$ cat src/rtl/router_b.sv
// Operand-selection router in front of the Kalman datapath arithmetic unit.
// Picks and optionally inverts operands R and S, builds immediate I, and can register all outputs.
module router_b #(
    parameter int W       = 24,
    parameter bit REG_OUT = 1'b0
) (
    input  logic         clk,
    input  logic         rst_n,
    input  logic [W-1:0] A,
    input  logic [W-1:0] B,
    input  logic [W-1:0] RQ,
    input  logic [W-1:0] RD,
    input  logic [1:0]   sel_R,
    input  logic [1:0]   sel_S,
    input  logic         inv_R,
    input  logic         inv_S,
    input  logic [1:0]   sel_I,
    output logic [W-1:0] R,
    output logic [W-1:0] S,
    output logic [W-1:0] I,
    output logic         msb_R,
    output logic         msb_S
);

    logic [W-1:0] r_mux;
    logic [W-1:0] s_mux;
    logic [W-1:0] r_next;
    logic [W-1:0] s_next;
    logic [W-1:0] i_next;

    always_comb begin
        case (sel_R)
            2'b00:   r_mux = A;
            2'b01:   r_mux = RQ;
            2'b10:   r_mux = '0;
            default: r_mux = '1;
        endcase
        case (sel_S)
            2'b00:   s_mux = B;
            2'b01:   s_mux = RD;
            2'b10:   s_mux = '0;
            default: s_mux = '1;
        endcase
        // Inversion follows the mux so the constants flip as well.
        r_next = inv_R ? ~r_mux : r_mux;
        s_next = inv_S ? ~s_mux : s_mux;
        case (sel_I)
            2'b01:   i_next = {{(W-1){1'b0}}, 1'b1};
            2'b10:   i_next = '1;
            default: i_next = '0;
        endcase
    end

    generate
        if (REG_OUT) begin : g_reg
            logic [W-1:0] r_reg;
            logic [W-1:0] s_reg;
            logic [W-1:0] i_reg;

            always_ff @(posedge clk or negedge rst_n) begin
                if (!rst_n) begin
                    r_reg <= '0;
                    s_reg <= '0;
                    i_reg <= '0;
                end else begin
                    r_reg <= r_next;
                    s_reg <= s_next;
                    i_reg <= i_next;
                end
            end

            assign R = r_reg;
            assign S = s_reg;
            assign I = i_reg;
        end else begin : g_comb
            // Clock and reset are intentionally ignored in the combinational build.
            logic unused_clk_rst;
            assign unused_clk_rst = clk ^ rst_n;

            assign R = r_next;
            assign S = s_next;
            assign I = i_next;
        end
    endgenerate

    // Sign bits come from the final outputs so they track the register stage too.
    assign msb_R = R[W-1];
    assign msb_S = S[W-1];

endmodule

$ cat config.mk
export PLATFORM = sky130hd
export DESIGN_NAME = router_b
export DESIGN_NICKNAME = d
export VERILOG_FILES = /design/src/rtl/router_b.sv
export SDC_FILE = /design/constraint.sdc
export NUM_CORES = 1
export LEC_CHECK = 0
export CORE_MARGIN = 2
export CORE_UTILIZATION = 26
export DETAILED_ROUTE_END_ITERATION = 7
export GPL_TIMING_DRIVEN = 0
export PLACE_DENSITY = 0.83
export SYNTH_ARGS = -nofsm -noshare
export SYNTH_HDL_FRONTEND = slang
export SYNTH_SLANG_ARGS = --single-unit
$ cat constraint.sdc
create_clock -name vclk -period 1.1
set_input_delay 0.22 -clock vclk [all_inputs]
set_output_delay 0.22 -clock vclk [all_outputs]
set_load 0.01 [all_outputs]
==> impl_metrics.env <==
export IMPL_cp_arrival_ps=1230
export IMPL_gp_congestion=0.744
export IMPL_critPathLaunchType="primary input"
export IMPL_synth_most_common_cell="xnor2_1"
export IMPL_grt_pass1_vias=2199
export IMPL_fp_dieH_um=81.7
export IMPL_synth_common_cells="xnor2_1, buf_4, o21a_1, o22ai_2, a21oi_1"
export IMPL_tightest_slew_ps=296
export IMPL_slew_headroom_pct=80.2
export IMPL_syn_mean_instance_area_sq_um=8.04
export IMPL_seq_cell_count=0
export IMPL_worstSetupPathType="in2out"
export IMPL_grt_pass1_wl_mm=11.1
export IMPL_netlist_area_leader_share_pct=26.8
export IMPL_postSynthNetCount=302
export IMPL_worstPathRequired_ps=880
export IMPL_dp_hpwl_mm=5.52
export IMPL_core_area_sq_um=5890
export IMPL_die_area_sq_um=6670
export IMPL_period_needed_ps=1450
export IMPL_final_antenna_net_count=0
export IMPL_drt_wl_total_mm=8.45
export IMPL_netlist_top_cells_area="xnor2_1, o22ai_2, buf_4"
export IMPL_ys_warn_count=0
export IMPL_setup_viol_count_final=57
export IMPL_dr_pass1_iters=4
export IMPL_nFillCells=397
export IMPL_hold_class="in2out"
export IMPL_final_seq_area_sq_um=0
export IMPL_grt_antenna_before_repair=3
export IMPL_layout_setup_ws_ps=-353
export IMPL_vdd_drop_max_mv=0.323
export IMPL_vias_per_cell=4.70
export IMPL_rsz0062_at_grt="yes"
export IMPL_status="finished with violations"
export IMPL_critical_path_max_fanout=1
export IMPL_yosys_area_top_type="xnor2_1"
export IMPL_dr_first_iter_drc_count=59
export IMPL_final_nets=494
export IMPL_worst_setup_path_end_kind="primary output"
export IMPL_drive_gt1_share_pct=62.1
export IMPL_yosysSeqAreaShare_pct=0
export IMPL_fin_util_pct=72.1
export IMPL_syn_inst=195
export IMPL_initial_utilization_pct=26.6
export IMPL_slew_viol_final=0
export IMPL_syn_area_sq_um=1570
export IMPL_drc=0
export IMPL_grt_max_degree=11
export IMPL_num_rows=28
export IMPL_vias=2176
export IMPL_powerDensity_nw_per_um2=506
export IMPL_leakage_nw=1.96
export IMPL_violations="setup timing"
export IMPL_num_io_pins=180
export IMPL_hold_viol=0
export IMPL_io_buffers=173
export IMPL_place_area_sq_um=3750
export IMPL_grtUsageTotal_pct=21.3
export IMPL_wl_per_cell_um=18.2
export IMPL_die_x_um=81.7
export IMPL_area_growth_syn_to_layout_pct=171
export IMPL_fin_area_sq_um=4240
export IMPL_synth_cell_types=16
export IMPL_max_freq_ghz=0.688
export IMPL_grt_overflow=0
export IMPL_finalCritPeriodShare_pct=132
export IMPL_nClkBuffers=0
export IMPL_max_cap_violations=0
==> layout by cell type, fill, tap and decap left out, types with 3 or more instances in the layout <==
cell type / instances
buf_2: 49
diode_2: 3
buf_6: 57
buf_12: 4
clkdlybuf4s15_1: 4
dlymetal6s2s_1: 11
o22ai_4: 21
o21a_1: 24
xnor2_2: 32
nor2b_4: 15
o22ai_2: 3
buf_4: 23
and2b_1: 9
xnor2_1: 16
dlygate4sd2_1: 54
clkdlybuf4s50_1: 27
a21oi_2: 4
buf_8: 3
a21oi_4: 20
clkbuf_2: 3
==> worst max-delay path, stage by stage <==
cell	delay (ps)
clkdlybuf4s50_1	490
o22ai_4	240
xnor2_2	130
buf_2	150
==> routing by layer <==
layer	part of all wire, %	wire, um	track usage (%)
met1	32	2720	20.1
met3	12	981	7.80
met2	54	4530	44.4
met5	0	0	0
met4	2.6	216	2.17
==> cell type report <==
cell class / count / area [sq um] / share of cell area (%)
Timing Repair Buffer: 192 / 1690 / 39.8
Antenna cell: 3 / 7.51 / 0.177
Buffer: 44 / 462 / 10.9
Tap cell: 75 / 93.8 / 2.21
Multi-Input combinational cell: 147 / 1980 / 46.7
Inverter: 2 / 10.0 / 0.236
==> through the flow <==
step	setup WS [ps]	instances	setup TNS [ps]	power [mW]	hold WS, ps
2_1_floorplan	-108	195	-3320	1.01	607
3_3_place_gp	-1210	443	-68660	2.03	1210
3_5_place_dp	-1250	443	-70440	2.05	1200
4_1_cts	-336	461	-13390	2.00	860
5_1_grt	-350	463	-15570	2.26	884
6_report	-353	463	-13070	2.15	865
==> repair_timing <==
action                                  CTS  global route
setup buffers                            14             2
resized for setup                       474            72
pin swaps                                98            23
endpoints found under the setup margin   74            73
gates cloned                              5             0
hold buffers                              0             0
==> kinds of logic after synthesis <==
group,synth area share [%]
and+or+nand+nor,11.9
adders and majority gates,0.798
AOI/OAI and AO/OA,38.4
xor gates and xnor gates,26.8
buffers and inverters,22.1
==> path summary, 6_finish.rpt <==
path	from	endpoint	slack, ps	cells past startpoint
min	inv_S	S[1]	870	3
max	RD[14]	S[14]	-350	4
==> power by group <==
part	internal (mW)	total [mW]	leakage [nW]	switching (mW)
sequential	0	0	0	0
clock	0.000000365	0.000000365	0.0000190	0
combinational	1.19	2.15	1.96	0.953
(Power assumes the default switching activity.)
